## config.mk

```make
export PLATFORM = sky130hd
export DESIGN_NAME = piezo_sound_sched
export DESIGN_NICKNAME = d
export VERILOG_FILES = /design/src/rtl/piezo_pkg.sv /design/src/rtl/piezo_note_rom.sv /design/src/rtl/piezo_sound_sched.sv
export SDC_FILE = /design/constraint.sdc
export NUM_CORES = 1
export LEC_CHECK = 0
export BUFFER_PORTS_ARGS = -buffer_cell sky130_fd_sc_hd__buf_2
export CELL_PAD_IN_SITES_DETAIL_PLACEMENT = 0
export CELL_PAD_IN_SITES_GLOBAL_PLACEMENT = 1
export CORE_MARGIN = 2
export CORE_UTILIZATION = 39
export DETAILED_ROUTE_END_ITERATION = 12
export PLACE_DENSITY_LB_ADDON = 0.1
export SYNTH_ARGS = -nofsm -noshare
export SYNTH_HDL_FRONTEND = slang
export SYNTH_SLANG_ARGS = --single-unit
export TNS_END_PERCENT = 50
```

## constraint.sdc

```tcl
create_clock -name clk -period 3.5 [get_ports clk]
set_clock_uncertainty 0.2 [all_clocks]
set_input_delay 0.175 -clock clk [delete_from_list [all_inputs] [get_ports clk]]
set_output_delay 0.175 -clock clk [all_outputs]
set_load 0.1 [all_outputs]
```

## src/rtl/piezo_pkg.sv

```systemverilog
`default_nettype none
// ============================================================================
// Module      : piezo_pkg
// Description : Shared types and constants for the piezo sound scheduler:
//               note half-periods, scheduler state encoding, note ROM entry
//               layout and small arbitration helpers.
// Revision    : 1.0 - initial release
// ============================================================================
package piezo_pkg;

   // Half-periods in clk cycles at a 1 MHz clock
   localparam logic [15:0] c_c4_half = 16'd1911;
   localparam logic [15:0] c_d4_half = 16'd1703;
   localparam logic [15:0] c_e4_half = 16'd1517;
   localparam logic [15:0] c_g4_half = 16'd1276;

   typedef enum logic [2:0] {
      ST_IDLE = 3'd0,
      ST_LOAD = 3'd1,
      ST_PLAY = 3'd2,
      ST_GAP  = 3'd3,
      ST_DONE = 3'd4
   } state_e;

   // One note of a pattern; period of zero is a rest
   typedef struct packed {
      logic [15:0] period;
      logic [9:0]  dur_ms;
      logic        last;
   } note_entry_t;

   localparam int c_entry_w = $bits(note_entry_t);

   function automatic logic [2:0] onehot3(input logic [1:0] src);
      return 3'b001 << src;
   endfunction

   // Fixed priority: bit 0 is the most important requester
   function automatic logic [1:0] lowest_set(input logic [2:0] r);
      if (r[0])
         return 2'd0;
      else if (r[1])
         return 2'd1;
      else
         return 2'd2;
   endfunction

   // Requesters that outrank the given source
   function automatic logic [2:0] below_mask(input logic [1:0] src);
      return onehot3(src) - 3'd1;
   endfunction

endpackage
`default_nettype wire

```

## src/rtl/piezo_note_rom.sv

```systemverilog
`default_nettype none
// ============================================================================
// Module      : piezo_note_rom
// Description : Combinational note pattern table for the three requesters.
//               src 0 = alarm, 1 = key beep, 2 = melody; idx = note position.
//               Unused slots return a 1 ms rest flagged as last, so a stray
//               lookup still terminates a pattern.
// Revision    : 1.0 - initial release
// ============================================================================
module piezo_note_rom
   import piezo_pkg::*;
(
   input  logic [1:0]           src,
   input  logic [2:0]           idx,
   output logic [c_entry_w-1:0] entry
);

   note_entry_t w_entry;

   // Pattern lookup keyed by requester and note position
   always_comb begin
      w_entry = '{period: 16'd0, dur_ms: 10'd1, last: 1'b1};
      case ({src, idx})
         5'b00_000: w_entry = '{period: c_e4_half, dur_ms: 10'd100,  last: 1'b0};
         5'b00_001: w_entry = '{period: c_c4_half, dur_ms: 10'd100,  last: 1'b1};
         5'b01_000: w_entry = '{period: c_d4_half, dur_ms: 10'd50,   last: 1'b1};
         5'b10_000: w_entry = '{period: c_c4_half, dur_ms: 10'd500,  last: 1'b0};
         5'b10_001: w_entry = '{period: c_d4_half, dur_ms: 10'd500,  last: 1'b0};
         5'b10_010: w_entry = '{period: c_e4_half, dur_ms: 10'd500,  last: 1'b0};
         5'b10_011: w_entry = '{period: c_c4_half, dur_ms: 10'd500,  last: 1'b0};
         5'b10_100: w_entry = '{period: c_g4_half, dur_ms: 10'd1000, last: 1'b1};
         default:   w_entry = '{period: 16'd0,     dur_ms: 10'd1,    last: 1'b1};
      endcase
   end

   assign entry = w_entry;

endmodule
`default_nettype wire

```

## src/rtl/piezo_sound_sched.sv

```systemverilog
`default_nettype none
// ============================================================================
// Module      : piezo_sound_sched
// Description : Fixed-priority scheduler for the shared piezo tone generator.
//               Grants one of alarm / key beep / melody, plays its note
//               pattern from piezo_note_rom and drives tone_en/tone_period.
//               Optional build macro PIEZO_PREEMPT_EN lets a higher-priority
//               request abort the pattern currently playing.
// Revision    : 1.0 - initial release
// ============================================================================
module piezo_sound_sched
   import piezo_pkg::*;
#(
   parameter int TICK_CYC = 1000,
   parameter int GAP_MS   = 20
) (
   input  logic        clk,
   input  logic        rst,
   input  logic [2:0]  req,
   output logic [2:0]  grant,
   output logic [2:0]  done,
   output logic        busy,
   output logic        tone_en,
   output logic [15:0] tone_period
);

   localparam logic [9:0] c_tick_last = 10'(TICK_CYC - 1);
   localparam logic [9:0] c_gap_last  = 10'(GAP_MS - 1);

   state_e      state_q, state_d;
   logic [1:0]  winner_q, winner_d;
   logic [2:0]  note_idx_q, note_idx_d;
   logic [9:0]  presc_q, presc_d;
   logic [9:0]  ms_q, ms_d;
   logic [2:0]  grant_q, grant_d;
   logic [2:0]  done_q, done_d;
   logic        tone_en_q, tone_en_d;
   logic [15:0] tone_period_q, tone_period_d;

   logic [c_entry_w-1:0] w_entry_bits;
   note_entry_t          w_entry;
   logic                 w_tick;
   logic                 w_serving;
   logic                 w_abort;

   piezo_note_rom u_note_rom (
      .src   (winner_q),
      .idx   (note_idx_q),
      .entry (w_entry_bits)
   );

   assign w_entry   = note_entry_t'(w_entry_bits);
   assign w_tick    = (presc_q == c_tick_last);
   assign w_serving = (state_q == ST_LOAD) || (state_q == ST_PLAY) || (state_q == ST_GAP);

   // Abort when the served requester lets go, or when a more important one shows up
   always_comb begin
      w_abort = ~req[winner_q];
`ifdef PIEZO_PREEMPT_EN
      w_abort = w_abort | (|(req & below_mask(winner_q)));
`endif
   end

   // Next-state and output decode for the scheduler
   always_comb begin
      state_d       = state_q;
      winner_d      = winner_q;
      note_idx_d    = note_idx_q;
      presc_d       = presc_q;
      ms_d          = ms_q;
      grant_d       = grant_q;
      done_d        = 3'b000;
      tone_en_d     = tone_en_q;
      tone_period_d = tone_period_q;

      if (w_serving && w_abort) begin
         // Silent return to idle; no completion pulse
         state_d   = ST_IDLE;
         grant_d   = 3'b000;
         tone_en_d = 1'b0;
      end else begin
         case (state_q)
            ST_IDLE: begin
               if (|req) begin
                  winner_d   = lowest_set(req);
                  grant_d    = onehot3(lowest_set(req));
                  note_idx_d = 3'd0;
                  state_d    = ST_LOAD;
               end
            end
            ST_LOAD: begin
               tone_period_d = w_entry.period;
               tone_en_d     = (w_entry.period != 16'd0);
               presc_d       = 10'd0;
               ms_d          = 10'd0;
               state_d       = ST_PLAY;
            end
            ST_PLAY: begin
               presc_d = w_tick ? 10'd0 : presc_q + 10'd1;
               if (w_tick) begin
                  if (ms_q == w_entry.dur_ms - 10'd1) begin
                     tone_en_d = 1'b0;
                     presc_d   = 10'd0;
                     ms_d      = 10'd0;
                     if (w_entry.last) begin
                        done_d  = onehot3(winner_q);
                        state_d = ST_DONE;
                     end else begin
                        note_idx_d = note_idx_q + 3'd1;
                        state_d    = ST_GAP;
                     end
                  end else begin
                     ms_d = ms_q + 10'd1;
                  end
               end
            end
            ST_GAP: begin
               presc_d = w_tick ? 10'd0 : presc_q + 10'd1;
               if (w_tick) begin
                  if (ms_q == c_gap_last)
                     state_d = ST_LOAD;
                  else
                     ms_d = ms_q + 10'd1;
               end
            end
            ST_DONE: begin
               grant_d   = 3'b000;
               tone_en_d = 1'b0;
               state_d   = ST_IDLE;
            end
            default: begin
               state_d   = ST_IDLE;
               grant_d   = 3'b000;
               tone_en_d = 1'b0;
            end
         endcase
      end
   end

   // State and output registers with synchronous reset
   always_ff @(posedge clk) begin
      if (rst) begin
         state_q       <= ST_IDLE;
         winner_q      <= 2'd0;
         note_idx_q    <= 3'd0;
         presc_q       <= 10'd0;
         ms_q          <= 10'd0;
         grant_q       <= 3'b000;
         done_q        <= 3'b000;
         tone_en_q     <= 1'b0;
         tone_period_q <= 16'd0;
      end else begin
         state_q       <= state_d;
         winner_q      <= winner_d;
         note_idx_q    <= note_idx_d;
         presc_q       <= presc_d;
         ms_q          <= ms_d;
         grant_q       <= grant_d;
         done_q        <= done_d;
         tone_en_q     <= tone_en_d;
         tone_period_q <= tone_period_d;
      end
   end

   assign grant       = grant_q;
   assign done        = done_q;
   assign busy        = (state_q != ST_IDLE);
   assign tone_en     = tone_en_q;
   assign tone_period = tone_period_q;

endmodule
`default_nettype wire

```

# After elaboration in Yosys (flattened, before gate mapping)
# Memory sizes are Yosys's and may differ from the RTL's.
# Cells that the tools add are included.
dict set report totals {
  ff_bits 51
  latch_bits 0
  ramBits 0
  mem_bits_ro 704
  word_cells 92
  n_memories 1
}
dict set report classes {
  add_sub_neg 4
  multipliers 0
  n_div 0
  order_cmp 1
  eq_ne 13
  shift 2
  n_mux 33
  bitwise_logic 8
  reduce_logical 21
}
# memory words width rd rd_ports_with_merged_regs write_ports line_no
set memory_table {}
lappend memory_table {{(name not given)} 32 22 1 0 0 piezo_note_rom.sv:23} ;# case ({src, idx})
# op n
set op_table {}
lappend op_table {{2-to-1 mux 10 bit} 7}
lappend op_table {{case mux 10 bit (3 select lines)} 2}
lappend op_table {{2-to-1 mux 3 bit} 11}
lappend op_table {{adder 10 x 1 -> 10 bit, second input constant} 2}
lappend op_table {{nonzero test 16 bit} 1}
lappend op_table {{case mux 3 bit (2 select lines)} 2}
lappend op_table {{case mux 3 bit (4 select lines)} 1}
lappend op_table {{equality test 10 bit} 1}
lappend op_table {{equality test 10 bit, second input constant} 1}
lappend op_table {{equality test 10 x 5 -> 1 bit, second input constant} 1}
lappend op_table {{2-to-1 mux 2 bit} 5}
lappend op_table {{inequality test 2 bit, second input constant} 5}
lappend op_table {{AND reduction 5 bit} 2}
lappend op_table {{subtractor 10 x 1 -> 10 bit, second input constant} 1}
lappend op_table {{NOT 1 bit} 8}
lappend op_table {{equality test 3 x 2 -> 1 bit, second input constant} 2}
lappend op_table {{AND reduction 2 bit} 3}
lappend op_table {{AND reduction 3 bit} 2}
lappend op_table {{AND reduction 6 bit} 1}
lappend op_table {{nonzero test 3 bit} 2}
lappend op_table {{OR reduction 3 bit} 2}
lappend op_table {{OR reduction 6 bit} 1}
lappend op_table {{<< shifter 1 x 2 -> 3 bit, first input constant} 2}
lappend op_table {{inequality test 2 x 1 -> 1 bit, second input constant} 2}
lappend op_table {{11 further kinds} 15}

# Longest topological paths before layout
# Gate-level depths: netlist of the first run.
dict set report depth {
  ltp_word 8
  depth_mapped 13
  ltp_nobuf 12
}

# By module
# From an unflattened synthesis of the first run, not the netlist that was laid out.
dict set report hier_totals {
  hier_cells 387
  hier_area_um2 3138.0
}
# mod n_inst cells_per_inst area_per_inst_um2 seq_area_each_um2
set by_module_without_submodules {}
lappend by_module_without_submodules {piezo_sound_sched 1 324 2697.6 1021.0}
lappend by_module_without_submodules {piezo_note_rom 1 63 440.4 0.0}

# Worst setup path after synthesis of the first run
# Ideal clock, no wire load.
dict set report synth_timing {
  path_kind {flip-flop to flip-flop}
  start {register note_idx_q[1]}
  end {register note_idx_q[0]}
  setup_ns 0.070
  arrival_ns 3.287
  required_time_ns 3.230
  slack_ns -0.057
  path_stages_with_launch 14
  path_cell_list {dfxtp_1 > buf_2 > inv_1 > ha_1 > a21boi_1 > o31ai_1 > ha_1 > xnor2_1 > a21oi_2 > or4b_4 > a2111oi_2 > a21boi_1 > or3_1 > a21boi_1}
}
dict set report synth_via {
  elab_chain_len 5
}
# element line_no
set synth_rtl {}
lappend synth_rtl {{start: declaration} piezo_sound_sched.sv:32} ;# logic [2:0] note_idx_q, note_idx_d;
lappend synth_rtl {{start signal: assignment} piezo_sound_sched.sv:155} ;# note_idx_q <= note_idx_d;
lappend synth_rtl {{memory (32 x 22 bit) (*)} -}
lappend synth_rtl {{subtractor 10 x 1 -> 10 bit} piezo_sound_sched.sv:101} ;# if (ms_q == w_entry.dur_ms - 10'd1) begin
lappend synth_rtl {{equality test 10 bit} piezo_sound_sched.sv:101}
lappend synth_rtl {{inequality test 2 x 1 -> 1 bit (no source line)} -}
lappend synth_rtl {{AND reduction 6 bit (no source line) (*)} -}
# Every way passes the cells marked *; elsewhere a longest branch is shown, timed or not.
# A chain may end at the register's enable or synchronous reset.

# Final worst setup path of the first run
dict set report layout_timing {
  start {register note_idx_q[0]}
  end {register note_idx_q[0]}
}
dict set report layout_via {
  elab_chain_len 5
}
# element line_no
set layout_rtl {}
lappend layout_rtl {{memory (32 x 22 bit) / adder 3 x 1 -> 3 bit (equally long branches)} -}
lappend layout_rtl {{subtractor 10 x 1 -> 10 bit / 2-to-1 mux 3 bit (equally long branches)} {piezo_sound_sched.sv:101, piezo_sound_sched.sv:105}}
lappend layout_rtl {{equality test 10 bit / 2-to-1 mux 3 bit (equally long branches)} piezo_sound_sched.sv:101}
lappend layout_rtl {{inequality test 2 x 1 -> 1 bit (no source line) / 2-to-1 mux 3 bit (equally long branches)} -}
lappend layout_rtl {{AND reduction 6 bit (no source line) / case mux 3 bit (2 select lines) (equally long branches)} -}
# Parallel ways exist; a longest one is shown, timed or not. The select of a mux whose other input is x is not followed.

==> flow_summary.json, run 1 <==
{
  "timing.final.ws_setup_ns": 0.194,
  "overflow": 0,
  "antenna_found_initial": 0,
  "area_growth_pct": 13.5,
  "pwr-share-comb_pct": 52.4,
  "cp-end-kind": "flop",
  "max_slew.worst_pin.slew_ns": 0.760,
  "synthDistinctLibCells": 58,
  "p_int_mw": 1.17,
  "vias": 2275,
  "cts_resized": 0,
  "ys_seq_elements": 43,
  "wl_per_cell_um": 14.2,
  "die_area_um2": 7310,
  "avgSynthCellArea_um2": 7.97,
  "clk_pin_slew_worst_paths_ns": 0.09,
  "drive_above_1_share_pct": 16.4,
  "track_usage_pct": 18.1,
  "final_cell_area_um2": 2940,
  "worstSetupPathType": "reg -> reg",
  "synth_area_leaders": "dfxtp_1 33%, nor2_1 7.2%, ha_1 4.3%",
  "slew-limit-headroom_pct": 49.1,
  "port_buffers": 23,
  "cts_tree": "done",
  "dp_slack_ns": 0.187,
  "critPathLaunchType": "flop",
  "cp_data_required_time_ns": 3.53,
  "min_path_type": "in -> reg",
  "grt_max_degree": 22,
  "clock_latency_ns": 0.30,
  "cts_root_buf": "clkbuf_8",
  "arrival_ns": 3.34,
  "ys.flop_type": "dfxtp_1",
  "layout_common_cells": "50 x nor2_1, 43 x dfxtp_1, 23 x buf_2, 21 x nand2_1, 17 x a21oi_1",
  "min_period_ns": 3.31,
  "drt-total-wl_um": 6030,
  "drtPass1Iterations": 4,
  "yosysTopAreaCell": "dfxtp_1",
  "final_common_cell": "nor2_1",
  "drcViolationCount": 0,
  "rsz0062_at_grt": "true",
  "coreArea_um2": 6390,
  "synth_top_area_share_pct": 33.2,
  "postCtsSetupRepairBufs": 0,
  "worstPathMaxFanout": 5,
  "synth-edff-count": 0,
  "htreeDepth": 2,
  "drv_cap": 0,
  "clkPwrFrac_pct": 20.6,
  "yosysSeqAreaShare_pct": 33.2,
  "finalHoldViolCount": 0,
  "drv_slew": 0,
  "io_pins": 29,
  "fp.dieW_um": 85.5,
  "setup_viol": 0,
  "ys_async_sr_fraction_pct": 0,
  "whs_ns": 0.0172,
  "final_antenna_net_count": 0,
  "syn_inst": 325,
  "switchingPower_mw": 1.08,
  "via_per_inst": 5.35,
  "yosys_warnings": 0,
  "die_y_um": 85.5,
  "initial_core_util_pct": 40.6,
  "max_freq_mhz": 302,
  "p_per_area_nw_per_um2": 765,
  "finalCritPeriodShare_pct": 94.5,
  "status": "complete, no violations",
  "synthesis.area_um2": 2590,
  "clk_path_buf_depth": 2,
  "hold_buffers": 0,
  "clock-sinks": 43,
  "p_leak_nw": 1.17,
  "antennaDiodeCount": 0,
  "drt_iter0_markers": 79,
  "finalPower_mw": 2.25,
  "dp_hpwl_um": 4630,
  "gp_congestion": 0.817,
  "placed_cell_area_um2": 2780,
  "pwr-share-seq_pct": 27.0,
  "p_sw_share_pct": 48.0,
  "nets": 361,
  "cts_buffers": 5,
  "ir_drop_mv": 0.565,
  "grt_pass1_wl_um": 10800,
  "rows": 29,
  "grt_pass1_vias": 2220
}
## registers in the layout, indices dropped and copies added (netlist names)
register	flops
ms_q	10
presc_q	10
tone_period	8
done	3
grant	3
note_idx_q	3
state_q	3
winner_q	2
tone_en	1
## power by group through the flow
stage	sequential (mW)	combinational, mW	clock (mW)
3_5_place_dp	0.618	1.17	0
2_1_floorplan	0.827	0.730	0
3_3_place_gp	0.621	1.17	0
6_report	0.608	1.18	0.463
5_1_grt	0.618	1.28	0.492
4_1_cts	0.607	1.17	0.475
## cell families after synthesis
kind of cell               after synthesis  share of synthesized area (%)
adders and majority gates                9                           4.35
DFF                                     43                           33.2
xor gates and xnor gates                17                           5.75
and+or+nand+nor                        150                           30.5
other                                    1                          0.145
buffers and inverters                   32                           6.28
muxes                                    6                           2.32
AOI/OAI and AO/OA                       67                           17.4
## cells in the mapped netlist, drive strengths merged (3+ instances only)
cell type and count:
nand2b 7, ha 9, or2 3, nor2b 8
dfxtp 43, a21o 3, a211oi 6, a22oi 4
and2 6, nand3 7, mux2i 6, xnor2 5
nand4 8, or3 7, nor4 4, xor2 12
o31ai 4, nor2 50, a21oi 18, nand2 21
clkbuf 10, a21boi 3, nor3 15, inv 8
o21ai 14, buf 14
## path summary, 6_finish.rpt
path / startpoint / slack (ns) / cells past startpoint / endpoint
max: note_idx_q[0] / 0.19 / 11 / note_idx_q[0]
max reg2reg: note_idx_q[0] / 0.19 / 11 / note_idx_q[0]
min: req[1] / 0.02 / 3 / winner_q[1]
min reg2reg: tone_period[3] / 0.29 / 2 / tone_period[3]
## worst max-delay path, cell delays in order (launching register included)
cell and delay [ns]:
dfxtp_1 0.32, inv_1 0.13, ha_1 0.27, nand4bb_2 0.22
o31ai_2 0.13, ha_1 0.28, xnor2_1 0.13, or4b_4 0.52
a2111oi_2 0.38, a21boi_2 0.15, or3_1 0.36, a21boi_1 0.15
## metrics by stage
stage                     setup TNS [ns]  std cells  util (%)
after global routing            -0.00912        425      46.1
after CTS                              0        425      45.7
after floorplan                        0        329         -
after detailed placement               0        417      43.6
after global placement                 0        417      43.6
final                                  0        425      46.1
## final cells by class
cell class                      count  area [um2]
Fill cell                         630        3440
Multi-Input combinational cell    254        1620
Sequential cell                    43         861
Timing Repair Buffer               35         205
Tap cell                           77        96.3
Clock buffer                        6        72.6
Clock inverter                      2        60.1
Inverter                            8        30.0
## layer usage
metal,vias up,GRT usage [%],routed length (um),share of wire (%)
met5,-,0,0,0
met2,28,28.6,2710,45
met1,1063,25.8,3120,52
met3,6,2.89,134,2.2
met4,0,4.33,63,1.0
li1,1178,-,-,-
Note: power is estimated with default switching activity, not from simulation.
==> run 2, diff against run 1 <==
SETUP_SLACK_MARGIN = 0.5   (was not set)
==> flow_summary.json, run 2 (synthesis results as in run 1) <==
{
  "drt-total-wl_um": 6440,
  "critical-path-slowest-cell": "or3_4",
  "max_freq_mhz": 337,
  "clock_latency_ns": 0.30,
  "htreeDepth": 2,
  "vias": 2303,
  "p_leak_nw": 1.22,
  "multi_input_area_um2": 1720,
  "grt_pass1_vias": 2300,
  "track_usage_pct": 19.2,
  "path_cells": "inv_4 > ha_4 > a21boi_4 > o31ai_4 > ha_4 > o21ai_1 > or3_4 > a2111oi_4 > a21boi_2 > or3_1 > a21boi_1",
  "final_common_cell": "nor2_1",
  "clock-sinks": 43,
  "slew-limit-headroom_pct": 55.7,
  "drcViolationCount": 0,
  "antenna_found_initial": 0,
  "clk_path_buf_depth": 2,
  "worstPathMaxFanout": 6,
  "clk_pin_slew_worst_paths_ns": 0.08,
  "post-route-util_pct": 48.4,
  "max_slew.worst_pin.slew_ns": 0.660,
  "critPathLaunchType": "flop",
  "drt_iter0_markers": 118,
  "grt_max_degree": 22,
  "finalSetupTns_ns": 0,
  "drtPass1Iterations": 4,
  "drv_slew": 0,
  "timing.final.ws_setup_ns": 0.532,
  "grt_pass1_wl_um": 11300,
  "cts_root_buf": "clkbuf_8",
  "finalPower_mw": 2.26,
  "fp.dieW_um": 85.5,
  "gp_congestion": 0.867,
  "drive_above_1_share_pct": 22.5,
  "final_antenna_net_count": 0,
  "setup_viol": 0,
  "overflow": 0,
  "dp_slack_ns": 0.266,
  "dp_hpwl_um": 4720,
  "finalHoldViolCount": 0,
  "cp-end-kind": "flop",
  "regArea_um2": 868,
  "antennaDiodeCount": 0,
  "port_buffers": 23,
  "path_common_cell": "ha_4",
  "drv_cap": 0,
  "nFillCells": 655,
  "worstSetupPathType": "reg -> reg",
  "initial_core_util_pct": 40.6,
  "min_path_type": "in -> reg",
  "via_per_inst": 5.32,
  "rows": 29,
  "min_period_ns": 2.97,
  "ir_drop_mv": 0.517,
  "io_pins": 29,
  "layout_common_cells": "50 x nor2_1, 39 x dfxtp_1, 23 x buf_2, 21 x nand2_1, 19 x buf_4",
  "coreArea_um2": 6390,
  "arrival_ns": 3.00,
  "area_growth_pct": 19.2,
  "nets": 369,
  "status": "complete, no violations",
  "cts_tree": "done",
  "cts_buffers": 5,
  "die_y_um": 85.5,
  "p_per_area_nw_per_um2": 732,
  "cp_data_required_time_ns": 3.53,
  "max_stage_delay_ns": 0.42,
  "hold_buffers": 0,
  "rsz0062_at_grt": "true",
  "finalCritPeriodShare_pct": 84.8,
  "wl_per_cell_um": 14.9,
  "die_area_um2": 7310
}
==> run 2: cell types whose count changed in the layout (fill, tap and decap cells not counted), sizes merged <==
cell and change:
buf +8, bufinv -2, clkbuf +2
==> run 2: power by group <==
group,total [mW],switching (mW),leakage (nW),internal (mW)
Combinational,1.28,0.880,0.818,0.405
Clock,0.355,0.174,0.0515,0.180
Sequential,0.621,0.0697,0.350,0.552
Total,2.26,1.12,1.22,1.14
==> run 2: path summary, 6_finish.rpt <==
check | from | endpoint | slack [ns] | depth (start not counted)
worst max-delay path | note_idx_q[0] | note_idx_q[0] | 0.53 | 11
worst min-delay path | req[0] | grant[0] | 0.01 | 3
worst max register to register | note_idx_q[0] | note_idx_q[0] | 0.53 | 11
worst min register to register | tone_period[7] | tone_period[7] | 0.29 | 2
==> run 2: per-stage QoR <==
step	cells	instance area [um2]	hold WS [ns]
3_5_place_dp	412	2830	0.276
5_1_grt	433	3090	0.0395
4_1_cts	431	3030	0.00409
2_1_floorplan	329	2710	0.137
6_report	433	3090	0.0104
3_3_place_gp	412	2830	0.264
==> run 2: area by class of cell <==
class	count	area share, %
Clock buffer	8	3.24
Multi-Input combinational cell	254	55.7
Tap cell	77	3.12
Timing Repair Buffer	43	8.71
Inverter	8	1.13
Sequential cell	43	28.1
==> run 2: per-layer routing <==
metal  GRT usage, %  vias up  routed length (um)
met1           28.4     1072                3350
li1               -     1192                   -
met3           3.37        6                 165
met2           28.8       33                2860
met5              0        -                   0
met4           4.76        0                  63
==> run 2: worst max-delay path, delay by kind of cell (launching register included) <==
| kind | cells | cell delay (ns) |
|---|---|---|
| AO/OA/AOI/OAI | 6 | 1.13 |
| adder cells (fa/ha/maj) | 2 | 0.40 |
| buffers and inverters | 1 | 0.07 |
| flip-flops | 1 | 0.34 |
| AND/OR/NAND/NOR | 2 | 0.75 |
==> run 2: what timing repair did <==
item / CTS / global route
gates resized for setup: 4 / 9
endpoints found under the setup margin: 19 / 20
setup buffers: 11 / 2
hold endpoints to repair: 0 / 0
pin swaps: 9 / 6
==> run 3, diff against run 2 <==
clock period = 2.6 ns   (was 3.5 ns; I/O delays follow)
==> flow_summary.json, run 3 (synthesis results as in run 1) <==
{
  "status": "finished, violations left",
  "violations": "negative setup slack",
  "cts_tree": "done",
  "cts_root_buf": "clkbuf_8",
  "overflow": 0,
  "drv_slew": 0,
  "layout_common_cells": "48 x nor2_1, 44 x buf_4, 39 x dfxtp_1, 23 x buf_2, 21 x nand2_1",
  "drv_cap": 0,
  "critPathLaunchType": "flop",
  "initial_core_util_pct": 40.6,
  "clk_path_buf_depth": 2,
  "slew-limit-headroom_pct": 61.2,
  "worstPathMaxFanout": 6,
  "fp.dieW_um": 85.5,
  "antenna_found_initial": 0,
  "worstReg2RegStart": "note_idx_q[1]",
  "ir_drop_mv": 0.758,
  "path_cells": "inv_4 > ha_4 > a21boi_4 > o31ai_4 > ha_4 > xnor2_2 > a21oi_2 > or4b_4 > nor3_4 > nand3_4 > nor4b_4 > nor3b_2",
  "finalHoldViolCount": 0,
  "coreArea_um2": 6390,
  "min_path_type": "in -> reg",
  "placed_cell_area_um2": 3070,
  "rsz0062_at_grt": "true",
  "rows": 29,
  "cp_top_family": "simple AND/OR/NAND/NOR gates",
  "io_pins": 29,
  "clock-sinks": 43,
  "htreeDepth": 2,
  "grt_max_degree": 22,
  "min_period_ns": 2.94,
  "clock_latency_ns": 0.30,
  "cp-startpoint": "note_idx_q[1]",
  "final_common_cell": "nor2_1",
  "drt-total-wl_um": 6720,
  "max_freq_mhz": 340,
  "max_slew.worst_pin.slew_ns": 0.579,
  "grt_pass1_wl_um": 11200,
  "clk_pin_slew_worst_paths_ns": 0.09,
  "final_cell_area_um2": 3370,
  "via_per_inst": 5.29,
  "dp_hpwl_um": 5030,
  "track_usage_pct": 19.1,
  "timing.final.ws_setup_ns": -0.344,
  "cp_data_required_time_ns": 2.63,
  "die_area_um2": 7310,
  "post-route-util_pct": 52.8,
  "cts_buffers": 5,
  "cp_num_buf_inv": 1,
  "drtPass1Iterations": 4,
  "nets": 399,
  "port_buffers": 23,
  "finalCritPeriodShare_pct": 113,
  "max_stage_delay_ns": 0.56,
  "final_antenna_net_count": 0,
  "drcViolationCount": 0,
  "critical-path-slowest-cell": "or4b_4",
  "p_per_area_nw_per_um2": 963,
  "worstSetupPathType": "reg -> reg",
  "dp_slack_ns": -0.421,
  "path_common_cell": "ha_4",
  "cp-end-kind": "flop",
  "nFillCells": 623,
  "vias": 2448,
  "antennaDiodeCount": 0,
  "p_leak_nw": 1.37,
  "drt_iter0_markers": 69,
  "arrival_ns": 2.98,
  "area_growth_pct": 30.1,
  "min-delay-start": "rst",
  "setup_viol": 20,
  "grt_pass1_vias": 2312,
  "finalPower_mw": 3.25,
  "die_y_um": 85.5,
  "gp_congestion": 0.793,
  "wl_per_cell_um": 14.5,
  "drive_above_1_share_pct": 28.5
}
## run 3: cell count changes in the layout (fill, tap and decap cells not counted), moves of 2 or more
cell	previous run	this run
buf_4	19	44
clkbuf_8	7	5
dlygate4sd3_1	0	4
nor2_1	50	48
nor2_2	0	2
nor4_1	3	1
nor4_2	1	3
## run 3: power breakdown
part	internal (mW)	switching [mW]	leakage (nW)
clock network	0.286	0.241	0.0581
registers	0.742	0.0885	0.350
logic	0.655	1.23	0.958
## run 3: metrics by stage
stage | cells | setup TNS, ns | hold slack, ns
2_1_floorplan | 329 | -5.96 | 0.0921
3_3_place_gp | 443 | -5.55 | 0.266
3_5_place_dp | 443 | -6.56 | 0.267
4_1_cts | 461 | -5.34 | 0.0374
5_1_grt | 463 | -7.53 | 0.0614
6_report | 463 | -5.30 | 0.0431
## run 3: what timing repair did
item	4_1_cts	5_1_grt
endpoints found under the hold margin	3	0
gates resized for setup	8	10
setup endpoints to repair	39	38
pin swaps	7	4
buffers inserted	6	2
hold buffers	4	0
## run 3: routing by layer
| metal | vias up | share of wire, % | global-route usage (%) |
|---|---|---|---|
| met5 | - | 0 | 0 |
| met1 | 1143 | 50 | 26.8 |
| met3 | 4 | 3.9 | 3.37 |
| li1 | 1257 | - | - |
| met2 | 44 | 45 | 30.6 |
| met4 | 0 | 0.60 | 4.62 |
## run 3: worst paths after layout
| kind | slack (ns) | cells after the start | end |
|---|---|---|---|
| setup / recovery | -0.34 | 12 | done[0] |
| hold / removal | 0.04 | 2 | presc_q[1] |
| setup reg to reg | -0.34 | 12 | done[0] |
| hold reg to reg | 0.29 | 2 | tone_period[3] |
## run 3: final cells by class
| cell class | instances | area [um2] | share of cell area [%] |
|---|---|---|---|
| inverters | 8 | 32.5 | 0.965 |
| flip-flops and latches | 43 | 868 | 25.8 |
| repair buffers | 73 | 508 | 15.1 |
| clock buffers | 5 | 68.8 | 2.04 |
| well taps | 77 | 96.3 | 2.86 |
| clock inverters | 3 | 43.8 | 1.30 |
| multi-input cells | 254 | 1750 | 52.0 |
## run 3: worst register-to-register path, cell delays in order (launching register included)
cell	delay (ns)
dfxtp_4	0.37
inv_4	0.06
ha_4	0.16
a21boi_4	0.07
o31ai_4	0.22
ha_4	0.21
xnor2_2	0.14
a21oi_2	0.05
or4b_4	0.56
nor3_4	0.18
nand3_4	0.15
nor4b_4	0.32
nor3b_2	0.20
